[src/rtl/timing_loop_ctrl_if.sv]
// Port bundle between the timing-loop controller (slave) and the sample/error-detector side (master).
interface timing_loop_ctrl_if #(
  parameter int DATA_WIDTH = 16,
  parameter int NCO_WIDTH  = 24,
  parameter int MU_WIDTH   = 16
);
  logic                  sample_valid;
  logic                  err_valid;
  logic [DATA_WIDTH-1:0] e_k;
  logic                  strobe;
  logic [MU_WIDTH-1:0]   mu;
  logic                  locked;
  logic [NCO_WIDTH-1:0]  v_out;

  modport master (
    output sample_valid, err_valid, e_k,
    input  strobe, mu, locked, v_out
  );

  modport slave (
    input  sample_valid, err_valid, e_k,
    output strobe, mu, locked, v_out
  );
endinterface

[src/rtl/timing_loop_ctrl.sv]
// Symbol-timing recovery loop: PI loop filter steering a modulo-1 NCO that issues interpolation strobes and mu.
// Define TLC_LOCK_DET_EN to add the ACQ/TRACK lock detector with gain switching; otherwise ACQ gains are fixed.
module timing_loop_ctrl #(
  parameter int                    DATA_WIDTH = 16,
  parameter int                    NCO_WIDTH  = 24,
  parameter int                    MU_WIDTH   = 16,
  parameter int                    SPS_LOG2   = 1,
  parameter logic [NCO_WIDTH-1:0]  W_NOM      = 24'h800000,
  parameter int                    KP_ACQ_SH  = 4,
  parameter int                    KI_ACQ_SH  = 10
`ifdef TLC_LOCK_DET_EN
  ,
  parameter int                    KP_TRK_SH  = 6,
  parameter int                    KI_TRK_SH  = 14,
  parameter logic [DATA_WIDTH-1:0] LOCK_THR   = 16'h0400,
  parameter int                    LOCK_CNT   = 32,
  parameter int                    UNLOCK_CNT = 8
`endif
) (
  input logic               clk,
  input logic               rst,
  timing_loop_ctrl_if.slave bus
);

  localparam int EW = NCO_WIDTH + 2;
  localparam logic signed [EW-1:0] SAT_MAX = EW'({2'b00, W_NOM >> 1}) - EW'(1);
  localparam logic signed [EW-1:0] SAT_MIN = -SAT_MAX;

  function automatic logic signed [NCO_WIDTH-1:0] sat(input logic signed [EW-1:0] x);
    if (x > SAT_MAX) begin
      return SAT_MAX[NCO_WIDTH-1:0];
    end else if (x < SAT_MIN) begin
      return SAT_MIN[NCO_WIDTH-1:0];
    end else begin
      return x[NCO_WIDTH-1:0];
    end
  endfunction

  logic [NCO_WIDTH-1:0]        eta_q, eta_d;
  logic signed [NCO_WIDTH-1:0] integ_q, integ_d;
  logic signed [NCO_WIDTH-1:0] v_q, v_d;
  logic                        strobe_q, strobe_d;
  logic [MU_WIDTH-1:0]         mu_q, mu_d;

  logic signed [EW-1:0]        e_ext, p_term, i_term, integ_ext, integ_n_ext;
  logic [NCO_WIDTH-1:0]        w;

`ifdef TLC_LOCK_DET_EN
  typedef enum logic {ACQ, TRACK} state_t;
  localparam int CW = $clog2((LOCK_CNT > UNLOCK_CNT ? LOCK_CNT : UNLOCK_CNT) + 1);

  state_t                state_q, state_d;
  logic [CW-1:0]         good_q, good_d, bad_q, bad_d;
  logic [CW-1:0]         good_inc, bad_inc;
  logic                  locked_q, locked_d;
  logic [DATA_WIDTH-1:0] abs_e;
  logic                  in_thr;
`endif

  // Error scaled so that full-scale e_k lines up with the NCO's 1.0; two guard bits absorb filter sums.
  always_comb begin
    e_ext = {{2{bus.e_k[DATA_WIDTH-1]}}, bus.e_k, {(NCO_WIDTH-DATA_WIDTH){1'b0}}};
`ifdef TLC_LOCK_DET_EN
    if (state_q == TRACK) begin
      p_term = e_ext >>> KP_TRK_SH;
      i_term = e_ext >>> KI_TRK_SH;
    end else begin
      p_term = e_ext >>> KP_ACQ_SH;
      i_term = e_ext >>> KI_ACQ_SH;
    end
`else
    p_term = e_ext >>> KP_ACQ_SH;
    i_term = e_ext >>> KI_ACQ_SH;
`endif
    integ_ext   = {{2{integ_q[NCO_WIDTH-1]}}, integ_q};
    integ_d     = integ_q;
    v_d         = v_q;
    integ_n_ext = integ_ext;
    if (bus.err_valid) begin
      integ_d     = sat(integ_ext + i_term);
      integ_n_ext = {{2{integ_d[NCO_WIDTH-1]}}, integ_d};
      v_d         = sat(p_term + integ_n_ext);
    end

    // NCO always steps with the registered v, so a same-cycle filter update lands one sample later.
    w        = W_NOM + v_q;
    eta_d    = eta_q;
    strobe_d = 1'b0;
    mu_d     = mu_q;
    if (bus.sample_valid) begin
      if (eta_q < w) begin
        strobe_d = 1'b1;
        mu_d     = eta_q[NCO_WIDTH-1-SPS_LOG2 -: MU_WIDTH];
      end
      eta_d = eta_q - w;
    end
  end

`ifdef TLC_LOCK_DET_EN
  // Magnitude of the most negative code is pinned to the most positive one.
  always_comb begin
    if (!bus.e_k[DATA_WIDTH-1]) begin
      abs_e = bus.e_k;
    end else if (bus.e_k == {1'b1, {(DATA_WIDTH-1){1'b0}}}) begin
      abs_e = {1'b0, {(DATA_WIDTH-1){1'b1}}};
    end else begin
      abs_e = ~bus.e_k + 1'b1;
    end
    in_thr   = (abs_e <= LOCK_THR);
    good_inc = good_q + 1'b1;
    bad_inc  = bad_q + 1'b1;
    state_d  = state_q;
    good_d   = good_q;
    bad_d    = bad_q;
    if (bus.err_valid) begin
      case (state_q)
        ACQ: begin
          if (!in_thr) begin
            good_d = '0;
          end else if (good_inc == CW'(LOCK_CNT)) begin
            state_d = TRACK;
            good_d  = '0;
          end else begin
            good_d = good_inc;
          end
        end
        TRACK: begin
          if (in_thr) begin
            bad_d = '0;
          end else if (bad_inc == CW'(UNLOCK_CNT)) begin
            state_d = ACQ;
            bad_d   = '0;
          end else begin
            bad_d = bad_inc;
          end
        end
        default: state_d = ACQ;
      endcase
    end
    locked_d = (state_d == TRACK);
  end

  assign bus.locked = locked_q;
`else
  assign bus.locked = 1'b0;
`endif

  always_ff @(posedge clk or posedge rst) begin
    if (rst) begin
      eta_q    <= '1;
      integ_q  <= '0;
      v_q      <= '0;
      strobe_q <= 1'b0;
      mu_q     <= '0;
`ifdef TLC_LOCK_DET_EN
      state_q  <= ACQ;
      good_q   <= '0;
      bad_q    <= '0;
      locked_q <= 1'b0;
`endif
    end else begin
      eta_q    <= eta_d;
      integ_q  <= integ_d;
      v_q      <= v_d;
      strobe_q <= strobe_d;
      mu_q     <= mu_d;
`ifdef TLC_LOCK_DET_EN
      state_q  <= state_d;
      good_q   <= good_d;
      bad_q    <= bad_d;
      locked_q <= locked_d;
`endif
    end
  end

  assign bus.strobe = strobe_q;
  assign bus.mu     = mu_q;
  assign bus.v_out  = v_q;

endmodule

[src/flat_wrapper.sv]
// flat-port wrapper written by rule: the top's interface ports become plain ports
module timing_loop_ctrl_flat 
#(
  parameter int                    DATA_WIDTH = 16,
  parameter int                    NCO_WIDTH  = 24,
  parameter int                    MU_WIDTH   = 16,
  parameter int                    SPS_LOG2   = 1,
  parameter logic [NCO_WIDTH-1:0]  W_NOM      = 24'h800000,
  parameter int                    KP_ACQ_SH  = 4,
  parameter int                    KI_ACQ_SH  = 10

)
  (clk, rst, bus_sample_valid, bus_err_valid, bus_e_k, bus_strobe, bus_mu, bus_locked, bus_v_out);
  timing_loop_ctrl_if #(.DATA_WIDTH(DATA_WIDTH), .NCO_WIDTH(NCO_WIDTH), .MU_WIDTH(MU_WIDTH)) bus_i ();
  input logic clk;
  input logic rst;
  input wire logic [$bits(bus_i.sample_valid)-1:0] bus_sample_valid;
  input wire logic [$bits(bus_i.err_valid)-1:0] bus_err_valid;
  input wire logic [$bits(bus_i.e_k)-1:0] bus_e_k;
  output wire logic [$bits(bus_i.strobe)-1:0] bus_strobe;
  output wire logic [$bits(bus_i.mu)-1:0] bus_mu;
  output wire logic [$bits(bus_i.locked)-1:0] bus_locked;
  output wire logic [$bits(bus_i.v_out)-1:0] bus_v_out;
  assign bus_i.sample_valid = bus_sample_valid;
  assign bus_i.err_valid = bus_err_valid;
  assign bus_i.e_k = bus_e_k;
  assign bus_strobe = bus_i.strobe;
  assign bus_mu = bus_i.mu;
  assign bus_locked = bus_i.locked;
  assign bus_v_out = bus_i.v_out;
  timing_loop_ctrl #(.DATA_WIDTH(DATA_WIDTH), .NCO_WIDTH(NCO_WIDTH), .MU_WIDTH(MU_WIDTH), .SPS_LOG2(SPS_LOG2), .W_NOM(W_NOM), .KP_ACQ_SH(KP_ACQ_SH), .KI_ACQ_SH(KI_ACQ_SH)) u_core (.clk(clk), .rst(rst), .bus(bus_i));
endmodule
[config.mk]
export PLATFORM = sky130hd
export DESIGN_NAME = timing_loop_ctrl_flat
export DESIGN_NICKNAME = d
export VERILOG_FILES = /design/src/rtl/timing_loop_ctrl_if.sv /design/src/rtl/timing_loop_ctrl.sv /design/src/flat_wrapper.sv
export SDC_FILE = /design/constraint.sdc
export NUM_CORES = 1
export LEC_CHECK = 0
export BUFFER_PORTS_ARGS = -buffer_cell sky130_fd_sc_hd__buf_2
export CAP_MARGIN = 15
export CORE_ASPECT_RATIO = 2
export CORE_MARGIN = 3
export CORE_UTILIZATION = 62
export DETAILED_ROUTE_END_ITERATION = 6
export GPL_TIMING_DRIVEN = 0
export HOLD_SLACK_MARGIN = 0.02
export PLACE_DENSITY = 0.8
export SYNTH_ARGS = -nofsm -noshare
export SYNTH_HDL_FRONTEND = slang
export SYNTH_SLANG_ARGS = --single-unit
[constraint.sdc]
create_clock -name clk -period 9.7 [get_ports clk]
set_input_delay 1.455 -clock clk [delete_from_list [all_inputs] [get_ports clk]]
set_output_delay 1.455 -clock clk [all_outputs]
set_load 0.1 [all_outputs]
==> impl_summary.md, run 1 <==
Clock network
Once the clock tree was built, the setup fixing pass inserted 0 buffers. The largest buffer count on any clock path is 2. The depth of the CTS H-tree is 3. The library cell used as clock root buffer is sky130_fd_sc_hd__clkbuf_16. After clock tree synthesis, the clock-pin slew on the worst setup and hold paths is 0.07 ns. The tree built by TritonCTS fans out to 89 sinks. Clock latency on the worst-skew pair, taken at its later pin, is 0.35 ns. Hold repair after CTS inserted 0 buffers.

TritonCTS built the clock tree. The CTS buffer count is 9.

Drt
The wire length per cell after detailed routing is 18.9 um. For this run, design rule violations remaining after detail routing come to 0. In this run the remaining antenna-violating nets after routing total 0. In the routed layout, each cell is associated on average with a via count of 6.37.

The first-iteration detailed-routing DRC count is 338. For this run, the detailed router's first-pass iteration total came to 4. The overall via count from detail_route is 7387. Wires add up to 21900 um.

Logic synthesis
The synthesized net count is 1027. After synthesis the netlist holds a flip-flop and latch count of 89. The count of flip-flops with a built-in enable after synthesis is 0.

The cell count after synthesis came out at 936. The largest total area in the synthesized netlist belongs to sky130_fd_sc_hd__dfrtp_1. The number of distinct standard cells referenced by the synthesized netlist is 76.

The cell area after synthesis is 7740 um2. The number of warnings issued by yosys is 0. The fraction of post-synthesis cell area in the top cell type by area is 21.0%.

Yosys attributes the largest share of cell area to sky130_fd_sc_hd__dfrtp_1 21%, sky130_fd_sc_hd__ha_1 11%, sky130_fd_sc_hd__dfstp_2 8.1%. The proportion of register bits with asynchronous set or reset after synthesis is 100%. The average size of a mapped cell is 8.27 um2. The most frequently used flop master after synthesis is sky130_fd_sc_hd__dfrtp_1.

The register area share after synthesis is 29.2%.

Critical path
The critical path launch point is bus_e_k[4]. The largest fanout on the critical path is 10. The worst setup path is captured at a register. The category of the most critical setup path is in2reg.

STA puts the critical path data arrival time at 9.56 ns. The worst setup path is launched from an input port. The critical path data required time is 9.92 ns.

The startpoint identified for the worst register-to-register timing path is u_core.integ_q[2].

Timing
The number of hold violations in the final report is 0. The worst clock skew is 0.00820 ns. The worst pin sits at a relative slew slack of 29.7%. For the pin with the worst max-slew slack, the measured transition is 1.04 ns. The final critical-path share of the clock period is 96.2%. Setup repair after global routing left no endpoint under its margin. The total negative slack for setup checks is 0 ns. The number of failing setup endpoints in the final timing report is 0. The number of pins exceeding their max-slew limit in the final report is 0. Static timing analysis puts the maximum clock frequency at 107 MHz.

The worst setup slack after layout is 0.367 ns. The clock period minus worst slack is 9.33 ns.

Placement
The final weighted congestion in routability-driven placement is 0.985. The count of buffers added on input and output ports is 59. The wire-length estimate of the detail-placed layout is 17800 um.

The count of placed standard cells including taps is 1143. The pre-CTS worst setup slack is -0.134 ns.

Die
In this run the core area contains 57 standard-cell rows. The I/O pin count is 62. After floorplanning, the core was sized to cover 12200 um2. The initial core utilization is 63.5%. In this run the horizontal extent of the chip is 85 um.

The die boundary height is 164 um. The die area is 13900 um2.

Status
The run finished with clean final reports.

Job
Max-cap violations in this run came to 0.

Cells and area
The fill cell instance count of the final layout is 1038. The number of nets in the layout is 1098. Compared with the post-synthesis result, the final layout area differs by 10.5%. The share of final-layout standard cells stronger than drive strength 1 is 14.8%.

0 antenna diodes ended up in the layout. The final non-filler cell total is 1159.

GRT
The overall track demand over capacity in global routing is 32.1%. The total grt overflow is 0. The via count of the first global-routing pass is 7598.

The number of antenna violations at the first check in global routing came to 0. Entering global routing, the biggest net connects 72 pins. The first global-routing pass estimated 35600 um of wire.

Hold path
The startpoint identified for the worst hold timing path is u_core.eta_q[17]. In this run the worst hold path is classified as reg2reg.
-- synth_stat cells, types with 9 or more instances --
cell type,instances
sky130_fd_sc_hd__dfrtp_1,65
sky130_fd_sc_hd__o211ai_1,9
sky130_fd_sc_hd__mux2_2,28
sky130_fd_sc_hd__ha_1,68
sky130_fd_sc_hd__nand2_1,61
sky130_fd_sc_hd__nor3_1,23
sky130_fd_sc_hd__nand2b_1,18
sky130_fd_sc_hd__a31oi_1,28
sky130_fd_sc_hd__xor2_1,12
sky130_fd_sc_hd__o21ai_0,65
sky130_fd_sc_hd__and3_1,9
sky130_fd_sc_hd__a211oi_1,14
sky130_fd_sc_hd__a21o_1,20
sky130_fd_sc_hd__a21oi_1,84
sky130_fd_sc_hd__clkbuf_1,24
sky130_fd_sc_hd__xnor2_1,31
sky130_fd_sc_hd__nand3_1,24
sky130_fd_sc_hd__nor2_1,84
sky130_fd_sc_hd__o21a_1,13
sky130_fd_sc_hd__nor4_1,9
sky130_fd_sc_hd__inv_1,71
sky130_fd_sc_hd__dfstp_2,24
-- repair_timing --
action / CTS / global route
resized for setup: 0 / 3
endpoints found under the setup margin: 0 / 17
hold endpoints to repair: 0 / 0
-- through the flow --
step | util, % | hold WS [ns] | area, um2
4_1_cts | 70.0 | 0.492 | 8530
3_3_place_gp | 67.4 | 0.465 | 8220
6_report | 70.1 | 0.492 | 8550
3_5_place_dp | 67.6 | 0.475 | 8250
2_1_floorplan | - | 0.455 | 7740
5_1_grt | 70.1 | 0.509 | 8550
-- worst paths after layout --
kind,cells after the start,slack [ns],endpoint
max,25,0.37,u_core.bus.v_out[8]
min,2,0.49,u_core.eta_q[17]
max reg2reg,24,1.21,u_core.bus.v_out[8]
min reg2reg,2,0.49,u_core.eta_q[17]
max in group asynchronous,3,7.98,u_core.eta_q[2]
min in group asynchronous,2,1.05,u_core.integ_q[22]
-- logic make-up (layout without fill, tap and decap cells) --
family | count (synthesis) | in the layout | synth area share [%]
AOI/OAI and AO/OA | 303 | 303 | 25.0
and+or+nand+nor | 297 | 297 | 19.7
buffers and inverters | 101 | 177 | 5.06
DFF | 89 | 89 | 29.2
adders and majority gates | 71 | 71 | 11.8
xor gates and xnor gates | 43 | 43 | 4.87
muxes | 31 | 31 | 4.46
other | 1 | 1 | 0.0485
-- flip-flops by register name, summed over array words and instances (netlist names) --
signal             flops
u_core.bus.mu         16
u_core.bus.strobe      1
u_core.bus.v_out      24
u_core.eta_q          24
u_core.integ_q        24
-- critical path, stage by stage --
cell	delay, ns
sky130_fd_sc_hd__buf_2	0.12
sky130_fd_sc_hd__ha_1	0.37
sky130_fd_sc_hd__o21ai_0	0.15
sky130_fd_sc_hd__o21ai_0	0.84
sky130_fd_sc_hd__nand2_1	0.26
sky130_fd_sc_hd__xnor2_1	0.20
sky130_fd_sc_hd__or4_1	0.52
sky130_fd_sc_hd__nor3_1	0.24
sky130_fd_sc_hd__and4_1	0.28
sky130_fd_sc_hd__nand4_1	0.34
sky130_fd_sc_hd__clkbuf_1	0.38
sky130_fd_sc_hd__a31oi_1	0.33
sky130_fd_sc_hd__inv_1	0.09
sky130_fd_sc_hd__ha_1	0.24
sky130_fd_sc_hd__fa_1	0.42
sky130_fd_sc_hd__a21o_1	0.21
sky130_fd_sc_hd__nand4_1	0.16
sky130_fd_sc_hd__a21boi_0	0.20
sky130_fd_sc_hd__a211oi_1	0.81
sky130_fd_sc_hd__nor4b_1	0.19
sky130_fd_sc_hd__o31ai_1	0.75
sky130_fd_sc_hd__nand4_1	0.27
sky130_fd_sc_hd__o31ai_4	0.44
sky130_fd_sc_hd__buf_6	0.20
sky130_fd_sc_hd__o21ai_0	0.09
-- layer usage --
metal,part of all wire (%),global-route usage [%],vias to the layer above
met4,8.4,24.7,0
met2,55,61.1,229
li1,-,-,3582
met1,34,30.1,3467
met3,3.3,3.56,109
met5,0,0,-
-- final cells by class --
class | count | area (um2) | area share, %
Buffer | 28 | 118 | 1.38
Tap cell | 147 | 184 | 2.15
Clock inverter | 7 | 58.8 | 0.688
Clock buffer | 9 | 225 | 2.63
Multi-Input combinational cell | 746 | 5110 | 59.7
Timing Repair Buffer | 60 | 323 | 3.78
Inverter | 73 | 277 | 3.23
Sequential cell | 89 | 2260 | 26.4
-- cells in the final DEF, fill, tap and decap left out, types with 8 or more instances in the layout --
master                       n
sky130_fd_sc_hd__dfrtp_1    65
sky130_fd_sc_hd__nand2_1    61
sky130_fd_sc_hd__o211ai_1    9
sky130_fd_sc_hd__clkbuf_16   9
sky130_fd_sc_hd__ha_1       68
sky130_fd_sc_hd__o21ai_0    65
sky130_fd_sc_hd__nor4_1      9
sky130_fd_sc_hd__clkbuf_1   24
sky130_fd_sc_hd__nand2b_1   18
sky130_fd_sc_hd__buf_2      60
sky130_fd_sc_hd__o21a_1     13
sky130_fd_sc_hd__dfstp_2    24
sky130_fd_sc_hd__inv_1      70
sky130_fd_sc_hd__nor2_1     84
sky130_fd_sc_hd__nor3_1     23
sky130_fd_sc_hd__nand4_1     8
sky130_fd_sc_hd__a31oi_1    28
sky130_fd_sc_hd__nor2b_1     8
sky130_fd_sc_hd__mux2_2     28
sky130_fd_sc_hd__xnor2_1    31
sky130_fd_sc_hd__a21o_1     20
sky130_fd_sc_hd__nand3_1    24
sky130_fd_sc_hd__a211oi_1   14
sky130_fd_sc_hd__a21oi_1    84
sky130_fd_sc_hd__and3_1      9
sky130_fd_sc_hd__xor2_1     12
Power of run 1 is left out: the tool's default activity adds up to more than one toggle a clock period on the data nets, which glitch-free logic cannot reach.
==> run 2, diff against run 1 <==
--- a/config.mk
+++ b/config.mk
@@ -9,11 +9,11 @@
 export CAP_MARGIN = 15
 export CORE_ASPECT_RATIO = 2
 export CORE_MARGIN = 3
-export CORE_UTILIZATION = 62
+export CORE_UTILIZATION = 67
 export DETAILED_ROUTE_END_ITERATION = 6
 export GPL_TIMING_DRIVEN = 0
 export HOLD_SLACK_MARGIN = 0.02
-export PLACE_DENSITY = 0.8
+export PLACE_DENSITY = 0.86
 export SYNTH_ARGS = -nofsm -noshare
 export SYNTH_HDL_FRONTEND = slang
 export SYNTH_SLANG_ARGS = --single-unit
==> constraint.sdc (replaced) <==
create_clock -name clk -period 11.78 [get_ports clk]
set_input_delay 1.767 -clock clk [delete_from_list [all_inputs] [get_ports clk]]
set_output_delay 1.767 -clock clk [all_outputs]
set_load 0.1 [all_outputs]
==> run 2 against run 1 <==
Compared with the run above: core utilization up 7.0 points; register-to-register slack improved by 1.8 ns; wire length grew 3.6%; non-clock buffer count did not move; via count is 4.6% higher; worst hold slack worse by 0.0055 ns; global-route usage up 4.4 points; critical path depth grew 2; critical endpoint is now u_core.bus.v_out[5].
==> impl_summary.md, run 2 (same netlist as run 1, synthesis figures left out) <==
Critical path
The category of the most critical setup path was in2reg (unchanged). The critical path launch point is bus_e_k[2] (was bus_e_k[4]). The reg-to-reg critical path startpoint is u_core.integ_q[0] (was u_core.integ_q[2]).

The sort of element at the end of the critical path is a register (unchanged). The worst path arrival time is 10.15 ns (was 9.56 ns). The largest fanout on the critical path is 10 (unchanged). The endpoint of the worst setup timing path is u_core.bus.v_out[5] (was u_core.bus.v_out[8]). The critical path data required time was 11.99 ns (was 9.92 ns). The slack of the worst reg-to-reg path is 2.98 ns (was 1.21 ns). The terminus of the critical flop-to-flop path is u_core.bus.v_out[5] (was u_core.bus.v_out[8]).

The cell count of the worst reg-to-reg path came to 26 (was 24). The kind of start point of the critical path is an input port (unchanged).

Clock network
The CTS buffer count is 9 (unchanged). The clock tree from TritonCTS is built (unchanged). The post-cts sizing count was 0 (unchanged). The clock transition at the registers of the reported paths came to 0.07 ns (about the same). The number of sinks driven by the clock tree is 89 (unchanged). The number of buffers inserted to repair setup after CTS was 0 (unchanged). The cts-stage hold buffer count is 0 (unchanged). The library cell used as clock root buffer was sky130_fd_sc_hd__clkbuf_16 (unchanged). The depth of the CTS H-tree was 3 (unchanged).

The largest buffer count on any clock path is 2 (unchanged). The clock latency of the later-clocked register in the worst-skew pair is 0.35 ns (about the same).

Timing
The remaining max-slew budget at the tightest pin came to 33.7% (was 29.7%). The maximum operating frequency is 101 MHz. The total negative slack for setup checks is 0 ns (unchanged). The post-route worst hold slack is 0.486 ns (was 0.492 ns). The worst clock skew came to 0.00801 ns (was 0.00820 ns). The final critical-path share of the clock period is 84.4%. Setup repair after global routing missed its margin: false (unchanged). The number of pins exceeding their max-slew limit in the final report is 0 (unchanged). The number of failing setup endpoints in the final timing report is 0 (unchanged). The number of hold violations in the final report is 0 (unchanged).

The actual slew at the worst max-slew pin is 0.986 ns (was 1.04 ns). The clock period minus worst slack is 9.95 ns.

Drt
The overall via count from detail_route is 7730 (was 7387). The wire length per cell after detailed routing came to 19.7 um (was 18.9 um). The post-detailed-route via-to-cell ratio is 6.71 (was 6.37). The detailed-router iteration count before antenna repair is 5 (was 4). The routed metal-1 wirelength was 7630 um (was 7370 um). The first-iteration detailed-routing DRC count was 409 (was 338).

The met3 wirelength from detailed routing is 1200 um (was 719 um). The length of routed met2 wiring is 11800 um (was 11900 um). The remaining antenna violation count is 0 (unchanged). The aggregate routed wire length came to 22700 um (was 21900 um). The final routed DRC violation total is 0 (unchanged). The highest routing layer actually used is met4 (unchanged).

Cells and area
Commonest cells after routing, fill and taps aside: 84 x sky130_fd_sc_hd__nor2_1, 84 x sky130_fd_sc_hd__a21oi_1, 70 x sky130_fd_sc_hd__inv_1, 68 x sky130_fd_sc_hd__ha_1 (unchanged). The fill cell instance count of the final layout is 847 (was 1038). The layout-stage area growth over the synthesis result was 10.4% (was 10.5%). The share of final-layout standard cells stronger than drive strength 1 was 14.5% (was 14.8%). The number of antenna diodes is 0 (unchanged).

The number of nets in the layout was 1098 (unchanged).

GRT
The total grt overflow is 0 (unchanged). The number of antenna violations at the first check in global routing was 0 (unchanged). The via count of the first global-routing pass is 7882 (was 7598). The overall track demand over capacity in global routing came to 36.5% (was 32.1%).

The first-pass GRT wire length was 36400 um (was 35600 um). The largest net degree at the start of global routing is 55 (was 72).

Placement
The final weighted congestion in routability-driven placement was 1.01 (was 0.985). The number of buffers inserted by port buffering is 59 (unchanged). The final HPWL from detailed placement is 17600 um (was 17800 um).

Die
The core area is 11100 um2 (was 12200 um2). The count of standard-cell rows is 54 (was 57). The I/O pin count is 62 (unchanged). The die boundary height is 158 um (was 164 um).

The die area was 13000 um2 (was 13900 um2). The die boundary width is 82.0 um (was 85 um). The initial core utilization is 69.8% (was 63.5%).

Status
Result of the run: finished clean (unchanged).

Job
The max capacitance violation total was 0 (unchanged).

Hold path
The class of the tightest hold or removal check is reg2reg (unchanged).
==> run 2: worst min path at each step <==
stage,start,endpoint,slack (ns),cells after the start
3_5_place_dp,u_core.eta_q[15],u_core.eta_q[15],0.48,2
3_3_place_gp,u_core.eta_q[15],u_core.eta_q[15],0.47,2
4_1_cts,u_core.eta_q[15],u_core.eta_q[15],0.49,2
5_1_grt,u_core.eta_q[3],u_core.eta_q[3],0.52,2
6_report,u_core.eta_q[15],u_core.eta_q[15],0.49,2
2_1_floorplan,u_core.integ_q[22],u_core.integ_q[22],0.45,1
==> run 2: cell type report <==
type	count	area, um2	share of cell area (%)
Clock inverter	5	62.6	0.732
Buffer	28	118	1.38
Tap cell	140	175	2.05
Clock buffer	11	243	2.84
Timing Repair Buffer	60	323	3.78
Multi-Input combinational cell	746	5090	59.6
Sequential cell	89	2260	26.4
Inverter	73	277	3.24
==> run 2: critical path: stages <==
cell and delay, ns:
sky130_fd_sc_hd__buf_2 0.09, sky130_fd_sc_hd__ha_1 0.19, sky130_fd_sc_hd__inv_1 0.06, sky130_fd_sc_hd__fa_1 0.43, sky130_fd_sc_hd__nand2b_1 0.19, sky130_fd_sc_hd__a21oi_1 0.35
sky130_fd_sc_hd__o21ai_1 0.22, sky130_fd_sc_hd__a2bb2oi_1 0.52, sky130_fd_sc_hd__o21ai_1 0.24, sky130_fd_sc_hd__a22oi_1 0.52, sky130_fd_sc_hd__o2111ai_1 0.35, sky130_fd_sc_hd__nor3_2 0.71
sky130_fd_sc_hd__clkbuf_1 0.41, sky130_fd_sc_hd__a31oi_1 0.16, sky130_fd_sc_hd__inv_1 0.16, sky130_fd_sc_hd__ha_1 0.26, sky130_fd_sc_hd__a211oi_2 0.32, sky130_fd_sc_hd__nor3_1 0.10
sky130_fd_sc_hd__or3b_1 0.44, sky130_fd_sc_hd__or4_1 0.40, sky130_fd_sc_hd__or4_1 0.45, sky130_fd_sc_hd__or4b_1 0.58, sky130_fd_sc_hd__nor4_1 0.29, sky130_fd_sc_hd__nand4_1 0.19
sky130_fd_sc_hd__o31ai_4 0.45, sky130_fd_sc_hd__buf_6 0.20, sky130_fd_sc_hd__o22ai_1 0.08
==> run 2: layer usage <==
metal | global-route usage (%) | vias to the layer above
li1 | - | 3579
met1 | 34.5 | 3651
met2 | 64.8 | 353
met3 | 6.61 | 147
met4 | 31.0 | 0
met5 | 0 | -
==> run 2: per-stage QoR <==
step / utilization (%) / setup slack [ns] / instances / area, um2
floorplan: - / 3.37 / 936 / 7740
global placement: 74.1 / 1.63 / 1135 / 8210
detailed placement: 74.4 / 1.64 / 1136 / 8240
CTS: 77.1 / 1.97 / 1152 / 8540
global route: 77.1 / 1.29 / 1152 / 8540
finish: 77.1 / 1.83 / 1152 / 8540
Power of run 2 is left out for the same reason.
